File: src/rtl/demux1t4_8b_stream_pkg.sv
// Shared constants for the 1-to-4 stream demultiplexer and its 4:1 selector twin.
package demux1t4_8b_stream_pkg;

    localparam int unsigned NUM_CH = 4;
    localparam int unsigned SEL_W  = 2;

    // Channel indices, common with the 4:1 selector
    localparam logic [SEL_W-1:0] CH0 = 2'd0;
    localparam logic [SEL_W-1:0] CH1 = 2'd1;
    localparam logic [SEL_W-1:0] CH2 = 2'd2;
    localparam logic [SEL_W-1:0] CH3 = 2'd3;

    // One-hot decode of a channel select
    function automatic logic [NUM_CH-1:0] sel_decode(input logic [SEL_W-1:0] sel);
        sel_decode = NUM_CH'(1) << sel;
    endfunction

endpackage

File: src/rtl/demux1t4_8b_stream_slot.sv
// One-entry holding register for a single demux output channel.
// Optional drain counter is built when DEMUX1T4_CNT_EN is defined.
module demux1t4_8b_stream_slot
#(
    parameter int unsigned WIDTH = 8
)
(
    input  logic             clk,
    input  logic             rst_n,
    input  logic             load,
    input  logic [WIDTH-1:0] load_data,
    output logic [WIDTH-1:0] data,
    output logic             valid,
    input  logic             out_ready,
    output logic             ready_up
`ifdef DEMUX1T4_CNT_EN
    ,
    input  logic             cnt_clr,
    output logic [7:0]       cnt
`endif
);

    logic drain;
    logic load_ok;

    // Slot can take a new word when empty or being emptied this cycle
    assign ready_up = ~valid | out_ready;
    assign drain    = valid & out_ready;
    // A load is never allowed to overwrite an undelivered word
    assign load_ok  = load & ready_up;

    // Holding register: load wins over drain so the slot stays full on pass-through
    always_ff @(posedge clk or negedge rst_n) begin
        if (!rst_n) begin
            data  <= '0;
            valid <= 1'b0;
        end else if (load_ok) begin
            data  <= load_data;
            valid <= 1'b1;
        end else if (drain) begin
            valid <= 1'b0;
        end
    end

`ifdef DEMUX1T4_CNT_EN
    // Drain counter, wraps 255->0; clear has priority over increment
    always_ff @(posedge clk or negedge rst_n) begin
        if (!rst_n) begin
            cnt <= 8'd0;
        end else if (cnt_clr) begin
            cnt <= 8'd0;
        end else if (drain) begin
            cnt <= 8'(cnt + 8'd1);
        end
    end
`endif

endmodule

File: src/rtl/demux1t4_8b_stream.sv
// Registered 1-to-4 valid/ready stream demultiplexer.
// Each channel has its own one-entry slot, so a stalled consumer only blocks
// words addressed to it. Define DEMUX1T4_CNT_EN to add per-channel drain
// counters (cnt0..cnt3) and the cnt_clr input.
module demux1t4_8b_stream
    import demux1t4_8b_stream_pkg::*;
#(
    parameter int unsigned WIDTH = 8
)
(
    input  logic             clk,
    input  logic             rst_n,
    input  logic [WIDTH-1:0] in_data,
    input  logic [1:0]       Sel,
    input  logic             in_valid,
    output logic             in_ready,
    output logic [WIDTH-1:0] F0,
    output logic [WIDTH-1:0] F1,
    output logic [WIDTH-1:0] F2,
    output logic [WIDTH-1:0] F3,
    output logic [3:0]       out_valid,
    input  logic [3:0]       out_ready
`ifdef DEMUX1T4_CNT_EN
    ,
    input  logic             cnt_clr,
    output logic [7:0]       cnt0,
    output logic [7:0]       cnt1,
    output logic [7:0]       cnt2,
    output logic [7:0]       cnt3
`endif
);

    logic [NUM_CH-1:0] load;
    logic [NUM_CH-1:0] ready_up;
    logic [WIDTH-1:0]  slot_data [NUM_CH];
`ifdef DEMUX1T4_CNT_EN
    logic [7:0]        slot_cnt  [NUM_CH];
`endif

    // Steer the offered word to the selected slot; a don't-care Sel while idle loads nothing
    always_comb begin
        load = '0;
        if (in_valid) begin
            load = sel_decode(Sel) & {NUM_CH{in_ready}};
        end
    end

    // Readiness follows only the currently selected channel
    assign in_ready = ready_up[Sel];

    for (genvar k = 0; k < NUM_CH; k++) begin : g_slot
        demux1t4_8b_stream_slot #(
            .WIDTH     (WIDTH)
        ) u_slot (
            .clk       (clk),
            .rst_n     (rst_n),
            .load      (load[k]),
            .load_data (in_data),
            .data      (slot_data[k]),
            .valid     (out_valid[k]),
            .out_ready (out_ready[k]),
            .ready_up  (ready_up[k])
`ifdef DEMUX1T4_CNT_EN
            ,
            .cnt_clr   (cnt_clr),
            .cnt       (slot_cnt[k])
`endif
        );
    end

    assign F0 = slot_data[CH0];
    assign F1 = slot_data[CH1];
    assign F2 = slot_data[CH2];
    assign F3 = slot_data[CH3];

`ifdef DEMUX1T4_CNT_EN
    assign cnt0 = slot_cnt[CH0];
    assign cnt1 = slot_cnt[CH1];
    assign cnt2 = slot_cnt[CH2];
    assign cnt3 = slot_cnt[CH3];
`endif

endmodule

File: config.mk
export PLATFORM = sky130hd
export DESIGN_NAME = demux1t4_8b_stream
export DESIGN_NICKNAME = d
export VERILOG_FILES = /design/src/rtl/demux1t4_8b_stream_pkg.sv /design/src/rtl/demux1t4_8b_stream_slot.sv /design/src/rtl/demux1t4_8b_stream.sv
export SDC_FILE = /design/constraint.sdc
export NUM_CORES = 1
export LEC_CHECK = 0
export BUFFER_PORTS_ARGS = -buffer_cell sky130_fd_sc_hd__buf_2
export CAP_MARGIN = 20
export CORE_MARGIN = 3
export CORE_UTILIZATION = 43
export DETAILED_ROUTE_END_ITERATION = 12
export MAX_ROUTING_LAYER = met4
export PLACE_DENSITY_LB_ADDON = 0.08
export SLEW_MARGIN = 10
export SYNTH_ARGS = -nofsm -noshare
export SYNTH_HDL_FRONTEND = slang
export SYNTH_SLANG_ARGS = --single-unit
export TNS_END_PERCENT = 20
File: constraint.sdc
create_clock -name clk -period 1.3 [get_ports clk]
set_clock_uncertainty 0.15 [all_clocks]
set_input_delay 0.26 -clock clk [delete_from_list [all_inputs] [get_ports clk]]
set_output_delay 0.26 -clock clk [all_outputs]
set_load 0.05 [all_outputs]
==> metrics.md <==
| Metric | Value |
|---|---|
| Seq/Total Area, Yosys | `0.629` |
| Critical path required time | `0.89 ns` |
| Largest net degree at the start of global routing | `37` |
| TritonCTS buffer count | `5` |
| Synth cell types | `13` |
| DR iter-0 viols | `38` |
| Placement Setup Slack | `-0.312 ns` |
| Fill cells | `237` |
| Post-synth EDFFs | `0` |
| Final nets | `179` |
| Final setup TNS | `-5.78 ns` |
| Core Util, Final | `0.718` |
| Metal2 WL | `between 1500 and 2000 um` |
| Tcrit/Tclk final | `1.43` |
| Clock slew seen by the registers of the worst setup and hold paths | `0.11 ns` |
| Clock period minus worst slack | `1.86 ns` |
| Post-Route WL | `roughly 3200 um` |
| CTS H-tree lvls | `2` |
| Worst Reg-to-Reg Cells | `5` |
| Syn_area_per_cell | `15.6 um2` |
| WHS Path Cells | `2` |
| Initial Utilization | `0.461` |
| Worst r2r dst | `g_slot[1].u_slot.data[1]$_DFFE_PN0P_` |
| Sequential fraction of design power | `0.391` |
| Final hold vios | `0` |
| HP Class | `input port to flop` |
| P&R area growth vs syn | `55.6%` |
| Fmax | `approximately 540 MHz` |
| Wire length on met1 | `1360 um` |
| Async SR Flop Fraction | `1.00` |
| Clk network pwr share | `0.154` |
| Final Max Tran Viols | `0` |
| PD cells | `1730 nW/um2` |
| Combinational power share | `0.455` |
| DRC | `0` |
| Synth area leaders | `dfrtp_1 (63%), mux2_2 (25%), buf_4 (2.1%)` |
| # clock sinks | `36` |
| Worst-Skew Late Latency | `about 0.34 ns` |
| Min-delay src | `in_data[0]` |
| Status | `finished, violations left` |
| Gr usage total | `0.183` |
| Switching power | `between 1.5 and 2 mW` |
| N_diodes | `0` |
| Die H | `63.7 um` |
| Failing checks | `setup timing` |
| Root Driver | `clkbuf_4` |
| Worst rel slew slack | `0.836` |
| Fin area | `2230 um2` |
| WL met3 | `approximately 200 um` |
| Vias in the first global route | `around 1100` |
| Max Buffers Root-to-Sink | `2` |
| P_leak | `1.09 nW` |
| Mapped Cells | `92` |
| RSZ-0062 raised after global routing | `yes` |
| CP startpoint kind | `flop` |
| Number of core rows | `20` |
| Max layer used | `met4` |
| Dominant cell type by area after synthesis | `dfrtp_1` |
| HPWL Detailed | `around 2100 um` |
| #FFs+latches synth | `36` |
| Hold path endpoint | `g_slot[1].u_slot.data[0]$_DFFE_PN0P_` |
| Mapped cell area | `between 1000 and 1500 um2` |
| Full die area | `about 4100 um2` |
| Critical-path maximum fanout | `3` |
| IO buf count | `between 50 and 60` |
| Setup Viol. Count Final | `67` |
| Core box area | `3100 um2` |
| Share of layout cells above drive strength 1 | `0.693` |
| Synthesis Warnings | `0` |
| Most frequent cell after synthesis | `dfrtp_1` |
| Critical Path Source | `g_slot[2].u_slot.valid$_DFFE_PN0P_` |
| Routed vias | `999` |
| Crit. End Element | `output pin` |
| I/O pins | `54` |
| Worst Tran Pin Value | `between 0.2 and 0.25 ns` |
| Die X | `63.7 um` |
| Post-DR vias/cell | `4.83` |
| Total grt overflow | `0` |
| WL per Instance | `about 16 um` |
| Critical path class | `flop to output pin` |
| Final Hold Slack | `0.0382 ns` |
| Internal | `2.26 mW` |
| Sw frac | `0.414` |
| Final ANT Viol Nets | `0` |
| Top post-synthesis cells by count | `dfrtp_1 (36), mux2_2 (32), nand2_1 (5)` |
| Initial antenna violation count | `0` |
| Ys flop type | `dfrtp_1` |
| First-pass GRT wire length | `around 5500 um` |
| Syn nets | `109` |
| Max_cap viols | `0` |
| Yosys top cell area share | `0.629` |
| First-pass detailed-route iteration total | `4` |
| Area after DPL | `1830 um2` |
| Setup ws final | `-0.562 ns` |
| Worst EP arrival | `between 1 and 1.5 ns` |
| CTS tree | `done` |
| Peak VDD IR | `997 uV` |
| Flop-to-flop setup slack | `-0.24 ns` |
| Reg-to-reg critical path startpoint | `g_slot[1].u_slot.valid$_DFFE_PN0P_` |
| Gpl congestion | `0.813` |
## worst max path at each step
| stage | end | slack [ns] | cells past startpoint |
|---|---|---|---|
| global route | in_ready | -0.64 | 3 |
| floorplan | in_ready | -0.15 | 2 |
| finish | in_ready | -0.56 | 3 |
| detailed placement | in_ready | -0.31 | 4 |
| global placement | in_ready | -0.30 | 4 |
| CTS | in_ready | -0.57 | 3 |
## sequential cells by signal, indices dropped and copies added, names as in the netlist
name,cells
g_slot.u_slot.valid,4
g_slot.u_slot.data,32
## layout make-up
| class | instances | area [um2] | share of cell area |
|---|---|---|---|
| clock buffers | 5 | 37.5 | 0.0169 |
| repair buffers | 69 | 633 | 0.284 |
| multi-input cells | 50 | 582 | 0.261 |
| clock inverters | 3 | 18.8 | 0.00843 |
| well taps | 44 | 55.1 | 0.0247 |
| flip-flops and latches | 36 | 901 | 0.404 |
## power by group through the flow
stage                     sequential, mW  combinational (mW)  clock [mW]
final                               1.51                1.75       0.592
after floorplan                     2.22               0.299           0
after CTS                           1.50                1.76       0.608
after detailed placement            1.47                1.41           0
after global placement              1.46                1.39           0
after global routing                1.53                1.82       0.661
## cells by family after synthesis
group,synth area share
and+or+nand+nor,0.0682
AOI/OAI and AO/OA,0.00349
muxes,0.267
buffers and inverters,0.0315
DFF,0.629
## per-stage QoR
stage,instances,power [mW]
after floorplan,92,2.51
after global placement,194,2.85
after detailed placement,194,2.88
after CTS,207,3.87
after global routing,207,4.01
final,207,3.85
## cell usage in the layout, fill, tap and decap left out
master / Yosys / layout
dfrtp_1: 36 / 36
buf_6: 0 / 34
buf_2: 3 / 19
mux2_4: 0 / 16
mux2_2: 32 / 16
buf_4: 4 / 12
nand2_1: 5 / 5
clkbuf_4: 0 / 5
nand2b_1: 4 / 4
nand3b_4: 0 / 2
clkinv_2: 0 / 2
buf_12: 0 / 2
mux4_2: 1 / 1
nand3_1: 1 / 1
nor2b_4: 0 / 1
nor2b_1: 2 / 1
and3_1: 1 / 1
nor3b_4: 1 / 1
o21ai_0: 1 / 1
clkinv_4: 0 / 1
dlygate4sd3_1: 0 / 1
buf_8: 0 / 1
## worst max-delay path, stage by stage, from the launching register on
cell	delay [ns]
dfrtp_1	0.36
nand2b_1	0.09
mux4_2	0.49
buf_8	0.17
## metal layers
metal	track usage	up-vias
met5	-	-
met4	0.0755	0
met3	0.0660	6
met2	0.291	35
met1	0.210	499
li1	-	459
## repair_timing
action                                  CTS  global route
hold endpoints to repair                 36             0
cloned                                    1             0
endpoints found under the setup margin   69            69
hold buffers                              1             0
setup buffers                             3             0
gates resized for setup                  89             0
Note: power is estimated with default switching activity, not from simulation.
